### config.mk
export PLATFORM = sky130hd
export DESIGN_NAME = data_memory
export DESIGN_NICKNAME = d
export VERILOG_FILES = /design/src/rtl/data_memory_pkg.sv /design/src/rtl/data_memory_lane.sv /design/src/rtl/data_memory.sv
export SDC_FILE = /design/constraint.sdc
export NUM_CORES = 2
export LEC_CHECK = 0
export CAP_MARGIN = 20
export CORE_MARGIN = 5
export CORE_UTILIZATION = 50
export CTS_CLUSTER_DIAMETER = 120
export DETAILED_ROUTE_END_ITERATION = 8
export HOLD_SLACK_MARGIN = 0.05
export PLACE_DENSITY = 0.66
export SETUP_SLACK_MARGIN = 0.4
export SYNTH_ARGS = -nofsm -noshare
export SYNTH_HDL_FRONTEND = slang
export SYNTH_SLANG_ARGS = --single-unit
### constraint.sdc
create_clock -name clk -period 2.8 [get_ports clk]
set_input_delay 0.28 -clock clk [delete_from_list [all_inputs] [get_ports clk]]
set_output_delay 0.28 -clock clk [all_outputs]
set_load 0.01 [all_outputs]
### src/rtl/data_memory_pkg.sv
// Shared encodings, FSM state type and byte-lane helpers for the data_memory block.
package data_memory_pkg;

  localparam logic [1:0] WIDTH_BYTE = 2'b00;
  localparam logic [1:0] WIDTH_HALF = 2'b01;
  localparam logic [1:0] WIDTH_WORD = 2'b10;
  localparam logic [1:0] WIDTH_RSVD = 2'b11;

  // Bytes touched per width code; the reserved code is rejected before use.
  localparam logic [2:0] WIDTH_BYTES [4] = '{3'd1, 3'd2, 3'd4, 3'd4};

  typedef enum logic {
    IDLE,
    SECOND
  } state_t;

  function automatic logic [31:0] rotl_bytes(input logic [31:0] d, input logic [1:0] off);
    logic [63:0] t;
    t = {d, d} << {off, 3'b000};
    return t[63:32];
  endfunction

  function automatic logic [31:0] rotr_bytes(input logic [31:0] d, input logic [1:0] off);
    logic [63:0] t;
    t = {d, d} >> {off, 3'b000};
    return t[31:0];
  endfunction

  // Lanes of the starting row covered by an access of nbytes at offset off.
  function automatic logic [3:0] first_lanes(input logic [1:0] off, input logic [2:0] nbytes);
    logic [3:0] m;
    logic [3:0] lo;
    logic [3:0] hi;
    lo = {2'b00, off};
    hi = lo + {1'b0, nbytes};
    for (int l = 0; l < 4; l++) begin
      m[l] = (4'(l) >= lo) && (4'(l) < hi);
    end
    return m;
  endfunction

  function automatic logic [3:0] second_lanes(input logic [1:0] off, input logic [2:0] nbytes);
    logic [3:0] m;
    logic [3:0] hi;
    hi = {2'b00, off} + {1'b0, nbytes};
    for (int l = 0; l < 4; l++) begin
      m[l] = (4'(l) + 4'd4) < hi;
    end
    return m;
  endfunction

endpackage

### src/rtl/data_memory_lane.sv
// One byte lane of the data RAM: DEPTH x 8 storage, write enable, registered read.
module data_memory_lane #(
  parameter int DEPTH = 64,
  parameter int AW    = 6
) (
  input  logic          clk,
  input  logic          en,
  input  logic          we,
  input  logic [AW-1:0] addr,
  input  logic [7:0]    wdata,
  output logic [7:0]    rdata
);

  logic [7:0] mem [DEPTH];

  // Read data only updates on an enabled read so untouched lanes keep earlier bytes.
  always_ff @(posedge clk) begin
    if (en) begin
      if (we) begin
        mem[addr] <= wdata;
      end else begin
        rdata <= mem[addr];
      end
    end
  end

endmodule

### src/rtl/data_memory.sv
// Byte-addressable data RAM responder with byte/half/word access and load extension.
// DATA_MEMORY_MISALIGNED_EN enables misaligned accesses (row-crossing ones take two cycles).
module data_memory
  import data_memory_pkg::*;
#(
  parameter int DEPTH = 64
) (
  input  logic        clk,
  input  logic        rst,
  input  logic        i_req,
  input  logic        i_we,
  input  logic [31:0] i_addr,
  input  logic [1:0]  i_width,
  input  logic        i_unsigned,
  input  logic [31:0] i_wdata,
  output logic        o_ready,
  output logic        o_valid,
  output logic [31:0] o_rdata,
  output logic        o_illegal
);

  localparam int AW = (DEPTH > 1) ? $clog2(DEPTH) : 1;

  logic [2:0]      req_bytes;
  logic [32:0]     last_addr;
  logic [AW-1:0]   req_row;
  logic            misalign_bad;
  logic            req_cross;
  logic            req_illegal;
  logic            accept;
  logic            in_second;

  logic [1:0]      rsp_width;
  logic [1:0]      rsp_off;
  logic            rsp_unsigned;
  logic            rsp_load;

  logic [3:0]      lane_en;
  logic            lane_we;
  logic [AW-1:0]   lane_row;
  logic [3:0][7:0] lane_wdata;
  logic [3:0][7:0] lane_rdata;
  logic [31:0]     load_word;

  assign req_bytes = WIDTH_BYTES[i_width];
  assign last_addr = {1'b0, i_addr} + {30'd0, req_bytes} - 33'd1;
  assign req_row   = i_addr[AW+1:2];
  assign o_ready   = !rst && !in_second;
  assign accept    = i_req && o_ready;

`ifdef DATA_MEMORY_MISALIGNED_EN
  state_t          state;
  logic [AW-1:0]   cap_row;
  logic [31:0]     cap_wdata;
  logic            cap_we;

  assign misalign_bad = 1'b0;
  assign req_cross    = ({1'b0, i_addr[1:0]} + req_bytes) > 3'd4;
  assign in_second    = (state == SECOND);
`else
  assign misalign_bad = ((i_width == WIDTH_HALF) && i_addr[0]) ||
                        ((i_width == WIDTH_WORD) && (i_addr[1:0] != 2'b00));
  assign req_cross    = 1'b0;
  assign in_second    = 1'b0;
`endif

  // last_addr is 33 bits wide so accesses wrapping past 0xFFFFFFFF are still caught.
  assign req_illegal = (i_width == WIDTH_RSVD) || (last_addr >= 33'(DEPTH * 4)) || misalign_bad;

  always_ff @(posedge clk or posedge rst) begin
    if (rst) begin
      o_valid      <= 1'b0;
      o_illegal    <= 1'b0;
      rsp_width    <= WIDTH_BYTE;
      rsp_off      <= 2'b00;
      rsp_unsigned <= 1'b0;
      rsp_load     <= 1'b0;
`ifdef DATA_MEMORY_MISALIGNED_EN
      state        <= IDLE;
      cap_row      <= '0;
      cap_wdata    <= '0;
      cap_we       <= 1'b0;
`endif
    end else begin
      o_valid   <= 1'b0;
      o_illegal <= 1'b0;
      if (accept) begin
        rsp_width    <= i_width;
        rsp_off      <= i_addr[1:0];
        rsp_unsigned <= i_unsigned;
        rsp_load     <= !i_we && !req_illegal;
        o_illegal    <= req_illegal;
        o_valid      <= req_illegal || !req_cross;
`ifdef DATA_MEMORY_MISALIGNED_EN
        if (!req_illegal && req_cross) begin
          state     <= SECOND;
          cap_row   <= req_row + 1'b1;
          cap_wdata <= i_wdata;
          cap_we    <= i_we;
        end
`endif
      end
`ifdef DATA_MEMORY_MISALIGNED_EN
      else if (state == SECOND) begin
        state   <= IDLE;
        o_valid <= 1'b1;
      end
`endif
    end
  end

  // In SECOND the lanes below the starting offset are accessed one row higher.
  always_comb begin
    lane_row   = req_row;
    lane_we    = i_we;
    lane_wdata = rotl_bytes(i_wdata, i_addr[1:0]);
    lane_en    = (accept && !req_illegal) ? first_lanes(i_addr[1:0], req_bytes) : 4'b0000;
`ifdef DATA_MEMORY_MISALIGNED_EN
    if (in_second) begin
      lane_row   = cap_row;
      lane_we    = cap_we;
      lane_wdata = rotl_bytes(cap_wdata, rsp_off);
      lane_en    = second_lanes(rsp_off, WIDTH_BYTES[rsp_width]);
    end
`endif
  end

  for (genvar g = 0; g < 4; g++) begin : g_lane
    data_memory_lane #(
      .DEPTH(DEPTH),
      .AW   (AW)
    ) u_lane (
      .clk  (clk),
      .en   (lane_en[g]),
      .we   (lane_we),
      .addr (lane_row),
      .wdata(lane_wdata[g]),
      .rdata(lane_rdata[g])
    );
  end

  always_comb begin
    load_word = rotr_bytes(lane_rdata, rsp_off);
    o_rdata   = 32'd0;
    if (o_valid && rsp_load) begin
      case (rsp_width)
        WIDTH_BYTE: o_rdata = {{24{!rsp_unsigned && load_word[7]}}, load_word[7:0]};
        WIDTH_HALF: o_rdata = {{16{!rsp_unsigned && load_word[15]}}, load_word[15:0]};
        default:    o_rdata = load_word;
      endcase
    end
  end

endmodule

Word level (Yosys, flattened, before mapping)
Memory sizes are Yosys's and may differ from the RTL's. A register that Yosys moved wholly into a read port is not among the register bits.
Cells that the tools add are included.
{ "totals": {"n_memories": 4, "regBits": 8, "elab_cells": 71, "ram_bits": 2048, "input_bits": 71} }
{ "mem_list": {"columns": ["memory", "depth", "width", "read_ports", "rd_ports_with_merged_regs", "wr", "line", "rtl"], "rows": [
  ["g_lane[0].u_lane.mem", 64, 8, 1, 1, 1, "data_memory_lane.sv:14", "logic [7:0] mem [DEPTH];"],
  ["g_lane[1].u_lane.mem", 64, 8, 1, 1, 1, "data_memory_lane.sv:14", null],
  ["g_lane[2].u_lane.mem", 64, 8, 1, 1, 1, "data_memory_lane.sv:14", null],
  ["g_lane[3].u_lane.mem", 64, 8, 1, 1, 1, "data_memory_lane.sv:14", null]
]} }
{ "classes": {"add_sub_neg": 3, "magnitude_cmp": 9, "n_mux": 17, "shifts": 2, "reduce_logical": 24, "eq_ne": 4, "n_bitwise": 2} }
{ "ops": {"columns": ["cell", "n"], "rows": [
  ["32-bit case mux with 2 select lines", 1],
  ["64-bit by 5-bit << shifter with 64-bit output", 1],
  ["64-bit by 5-bit >> shifter with 32-bit output", 1],
  ["32-bit by 3-bit adder with 33-bit output", 1],
  ["33-bit by 9-bit greater-or-equal comparator with 1-bit output, second input constant", 1],
  ["33-bit by 1-bit subtractor with 33-bit output, second input constant", 1],
  ["32-bit 2-to-1 mux", 1],
  ["1-bit logical AND", 11],
  ["1-bit 2-to-1 mux", 11],
  ["1-bit by 4-bit less-than comparator with 1-bit output, first input constant", 2],
  ["2-bit by 4-bit less-than comparator with 1-bit output, first input constant", 2],
  ["2-bit AND reduction", 4],
  ["3-bit binary-select mux with 2-bit select", 1],
  ["3-bit 2-to-1 mux", 2],
  ["2-bit by 3-bit adder with 4-bit output", 1],
  ["2-bit by 1-bit equality test with 1-bit output, second input constant", 2],
  ["2-bit equality test, second input constant", 2],
  ["1-bit by 2-bit greater-or-equal comparator with 1-bit output, first input constant", 2],
  ["1-bit zero test", 4],
  ["4-bit 2-to-1 mux", 1],
  ["3-bit greater-or-equal comparator, second input constant", 1],
  ["1-bit logical OR", 3],
  ["2-bit inverter with 3-bit output", 1],
  ["2-bit greater-or-equal comparator, first input constant", 1],
  ["3 further kinds", 3]
]} }

Depth between registers and ports, before layout
{ "depth": {"word_depth": 14, "ltp_mapped": 20, "ltp_nobuf": 16} }

By module
A second synthesis with hierarchy kept.
{ "unflattened": {"cells_unflattened": 5152, "hier_area_um2": 86374.1} }
{ "modules_own_cells": {"columns": ["mod", "cells_each", "instances", "area_per_inst_um2", "seq_area_each_um2"], "rows": [
  ["data_memory_lane", 1144, 4, 20428.3, 15615.0],
  ["data_memory", 576, 1, 4660.7, 200.2]
]} }

Worst setup path after synthesis
OpenSTA, ideal clock, no wires.
{ "synth_timing": {"path_kind": "input port to flip-flop", "start": "input port i_addr[2]", "end": "memory g_lane[2].u_lane.mem[10][0], enable pin", "stages": 18, "arrival_time_ns": 5.372, "slack_ns": -2.967, "path_cell_list": "clkbuf_1 > buf_2 > buf_1 > clkbuf_1 > inv_1 > ha_1 > fa_1 > nand2b_1 > a211o_1 > a21oi_1 > o21ai_1 > mux2i_1 > or4_1 > nor4_2 > nand3_2 > buf_6 > buf_2 > nor4_1"} }
{ "synth_between": {"elab_chain_cells": 10} }
{ "synth_rtl": {"columns": ["element", "line", "rtl"], "rows": [
  ["start, declared", "data_memory.sv:12", "input logic [31:0] i_addr,"],
  ["32-bit by 3-bit adder with 33-bit output", "data_memory.sv:46", "assign last_addr = {1'b0, i_addr} + {30'd0, req_bytes} - 33'd1;"],
  ["33-bit by 1-bit subtractor with 33-bit output", "data_memory.sv:46", null],
  ["33-bit by 9-bit greater-or-equal comparator with 1-bit output", "data_memory.sv:68", "assign req_illegal = (i_width == WIDTH_RSVD) || (last_addr >= 33'(DEPTH * 4)) || misalign_bad;"],
  ["1-bit logical OR (2 in series)", "data_memory.sv:68", null],
  ["1-bit zero test", "data_memory.sv:117", "lane_en = (accept && !req_illegal) ? first_lanes(i_addr[1:0], req_bytes) : 4'b0000;"],
  ["1-bit logical AND", "data_memory.sv:117", null],
  ["4-bit 2-to-1 mux", "data_memory.sv:117", null],
  ["1-bit 2-to-1 mux", "data_memory_lane.sv:18", "if (en) begin"],
  ["1-bit 2-to-1 mux (implied by the code)", "data_memory_lane.sv:20", "mem[addr] <= wdata;"],
  ["end, declared", "data_memory_lane.sv:14", null]
]} }
Several ways; a longest one is shown, not always the timed one.

Final worst setup path
{ "layout_timing": {"start": "input port i_width[1]", "end": "memory g_lane[2].u_lane.mem[63][7], enable pin"} }
{ "layout_between": {"elab_chain_cells": 14, "elab_cells_between_ends": 23} }
{ "layout_rtl": {"columns": ["element", "line", "rtl"], "rows": [
  ["start, declared", "data_memory.sv:13", "input logic [1:0] i_width,"],
  ["2-bit inverter with 3-bit output (implied by the code)", "data_memory.sv:45", "assign req_bytes = WIDTH_BYTES[i_width];"],
  ["3-bit binary-select mux with 2-bit select", "data_memory.sv:45", null],
  ["3-bit 2-to-1 mux (implied by the code) (2 in series)", "data_memory.sv:45", null],
  ["32-bit by 3-bit adder with 33-bit output", "data_memory.sv:46", null],
  ["33-bit by 1-bit subtractor with 33-bit output", "data_memory.sv:46", null],
  ["33-bit by 9-bit greater-or-equal comparator with 1-bit output", "data_memory.sv:68", null],
  ["1-bit logical OR (2 in series)", "data_memory.sv:68", null],
  ["1-bit zero test", "data_memory.sv:117", null],
  ["1-bit logical AND", "data_memory.sv:117", null],
  ["4-bit 2-to-1 mux (*)", "data_memory.sv:117", null],
  ["1-bit 2-to-1 mux (*)", "data_memory_lane.sv:18", null],
  ["1-bit 2-to-1 mux (implied by the code) (*)", "data_memory_lane.sv:20", null]
]} }
Every way passes the cells marked *; elsewhere a longest branch is shown, timed or not. The select of a mux whose other input is x is not followed.

==> reports/results.ini <==
[run_status]
outcome=complete, but fails checks
violations=setup timing

[critical_path]
start_kind=primary input
critPathMaxFanout=8
crit_arrival_ns=4.47
crit_slowest_cell=or4_4
required_ns=3.36
path_common_cell=buf_12
end_kind=flop
r2r_slack_ns=0.47
r2r_cells=3
r2r_end=g_lane[1].u_lane.rdata[6]$_DFFE_PP_
slowest_delay_ns=0.51
worstSetupPathType=in2reg
startpoint=i_width[1]
crit_end=g_lane[2].u_lane.mem[63][7]$_DFFE_PP_
crit_chain=buf_2 -> or2_4 -> ha_4 -> inv_2 -> ha_4 -> inv_2 -> fa_2 -> nand2b_4 -> a211o_4 -> a21boi_2 -> o21a_1 -> o2111ai_1 -> or4_4 -> nor4_4 -> buf_4 -> nand3_4 -> buf_12 -> buf_12 -> buf_12 -> buf_16 -> buf_12 -> buf_12 -> nor4_4 -> buf_6
timing.rr.start=g_lane[1].u_lane.mem[36][6]$_DFFE_PP_

[power]
pwr_density_cell_mw_per_mm2=630
power_w=0.0670
leakage_nw=35.3
ir_worst_vdd_mv=0.582

[route]
drtPass1Iterations=8
initialDrtViolationCount=6204
drc=0
num_vias=46300
detail-route-antenna-nets=0
drt-total-wl_um=232000
wire_per_inst_um=31.9
routed_via_density=6.37

[grt]
grt_pass1_wl_um=334000
grt_max_degree=152
antenna_found_initial=4
grt-ovfl-total=0
groute.usage.overall_pct=25.9
grt_pass1_vias=46200

[placed_design]
dp_cells=6850
dpl.hpwl_um=148000
routabilityCongestion=0.886
portBuffers=105
place_ws_ns=-2.31

[synthesis]
syn_inst=4081
synth_edf_count=2080
synth_seq_cells=2088
synth-async-reset-ratio_pct=0.383
synth_seq_area_share_pct=73.1
ys_types=62
synthesis.nets=4196
yosysWarnings=0
synthesis.area_mm2=0.0857
ys.flop_type=edfxtp_1
avgSynthCellArea_um2=21.0

[die]
die_h_um=424
die_w_um=424
die_area_mm2=0.180
ios=106
core_mm2=0.171
initial_core_util_pct=50.1
placementRows=152

[clock_network]
cts_tree=done
cts_root_buf=clkbuf_16
numClockSinks=2088
clock_latency_ns=0.85
clock_path_buffers=3
clk_pin_slew_ns=0.07
cts_max_level=4
numCtsBuffers=200

[sta]
slew_viol_final=0
rsz0062_at_grt=true
period_minus_slack_ns=3.91
tns_ns=-2089.32
final.setup.worst_slack_ns=-1.11
finalCritPeriodShare_pct=140
maxSlewHeadroom_pct=27.5
hold_violations=0
skew_ns=0.0405
worst_slew_pin_slew_ns=1.09
fmax_mhz=256
setup_viol_count_final=2139

[layout]
drive_gt1_share_pct=40.6
areaGrowthSynthToFinish_pct=24.0
nets=4984
final_cell_mix=2,080 x edfxtp_1, 720 x mux4_2, 485 x buf_4, 205 x clkbuf_16, 172 x nand2_1
finalNonFillerCells=7263
layout_commonest_cell=edfxtp_1

[flow_run]
cap_violations=0

[worst_hold_path]
hold_path_class=in2reg

[kinds of logic after synthesis]
| family | after synthesis | share of synthesized area, % |
|---|---|---|
| flip-flops | 2088 | 73.1 |
| multiplexers | 729 | 19.0 |
| AND/OR/NAND/NOR | 671 | 4.15 |
| buffers and inverters | 369 | 1.74 |
| AO/OA/AOI/OAI | 163 | 1.17 |
| adder cells (fa/ha/maj) | 44 | 0.660 |
| XOR/XNOR | 17 | 0.174 |
[state kept, by name, indices dropped and copies added (netlist names)]
name,cells
o_illegal,1
rsp_unsigned,1
rsp_off,2
o_valid,1
g_lane.u_lane.mem,2048
rsp_load,1
g_lane.u_lane.rdata,32
rsp_width,2
[layer usage]
| metal | wire length [µm] | vias up | track usage [%] |
|---|---|---|---|
| met5 | 27 | - | 0 |
| met3 | 20700 | 406 | 4.49 |
| met1 | 89100 | 24400 | 36.7 |
| met2 | 112000 | 2504 | 40.7 |
| li1 | - | 18900 | - |
| met4 | 10400 | 4 | 10.2 |
[area by class of cell]
type                    instances  area (µm²)
diodes                          2        5.00
repair buffers                886        9780
clock buffers                 234        5170
flip-flops and latches       2088       62700
inverters                      69         273
multi-input cells            1624       24300
clock inverters               127        1300
fillers                     11500       64900
well taps                    2233        2790
[cell usage after synthesis (3+ instances only)]
master       n  area share [%]
o211ai_1     6           0.053
and3_1      12           0.088
a211oi_1     6           0.053
or2_2        3           0.022
a21boi_0     4           0.035
nand2b_1     5           0.036
xor2_1       8           0.082
nor2_1      31            0.14
nor4_1     153             1.1
and2_1      14            0.10
nand3_1     74            0.43
xnor2_1      9           0.092
nand4b_1     3           0.031
nor4_2      12            0.18
mux2i_1      8           0.093
o21a_1       7           0.061
inv_1       64            0.28
mux4_2     720              19
a21o_1       7           0.061
clkinv_1     4           0.018
and2_0       5           0.036
nand4_1     40            0.29
a31oi_1     15            0.11
a21oi_1     62            0.36
nor3_1     110            0.64
dfrtp_1      8            0.23
or3_1        6           0.044
edfxtp_1  2080              73
nor2b_1     21            0.15
o21ai_0     23            0.13
buf_2       31            0.18
ha_1        42            0.61
o31a_1       4           0.041
clkbuf_1   190            0.83
buf_6        8            0.11
buf_1       69            0.30
o21ai_1      7           0.041
o31ai_1      4           0.035
nand2_1    174            0.76
[worst max-delay path, delay by kind of cell]
| kind | cells | cell delay [ns] |
|---|---|---|
| buffers and inverters | 11 | 1.42 |
| AO/OA/AOI/OAI | 4 | 0.76 |
| adder cells (fa/ha/maj) | 3 | 0.64 |
| AND/OR/NAND/NOR | 6 | 1.35 |
[metrics by stage]
stage,area [µm²],hold WS [ns],util (%)
4_1_cts,106000,0.0576,61.7
3_3_place_gp,97600,0.491,57.0
3_5_place_dp,97600,0.493,57.0
2_1_floorplan,87600,0.138,-
5_1_grt,106000,0.0931,62.1
6_report,106000,0.111,62.1
[report_power, final]
group	switching (W)	internal, W	total [W]	leakage, nW
sequential	0.0000144	0.0349	0.0349	18.8
combinational	0.00331	0.00205	0.00536	13.3
clock	0.0117	0.0150	0.0267	3.17
[timing repair]
action                                  4_1_cts  5_1_grt
hold buffers                                  3        0
hold endpoints to repair                     10        0
resized for setup                           201       93
setup buffers                                24        8
gates cloned                                 11        4
endpoints found under the setup margin     2146     2147
pin swaps                                    61       27
[how the worst min path moves through the flow]
stage / start / endpoint / cells after the start
2_1_floorplan: rst / o_illegal$_DFF_PP0_ / 1
3_3_place_gp: rsp_load$_DFFE_PP0P_ / rsp_load$_DFFE_PP0P_ / 2
3_5_place_dp: rsp_load$_DFFE_PP0P_ / rsp_load$_DFFE_PP0P_ / 2
4_1_cts: i_addr[0] / rsp_off[0]$_DFFE_PP0P_ / 4
5_1_grt: i_unsigned / rsp_unsigned$_DFFE_PP0P_ / 3
6_report: i_addr[0] / rsp_off[0]$_DFFE_PP0P_ / 4
(Power assumes the default switching activity.)
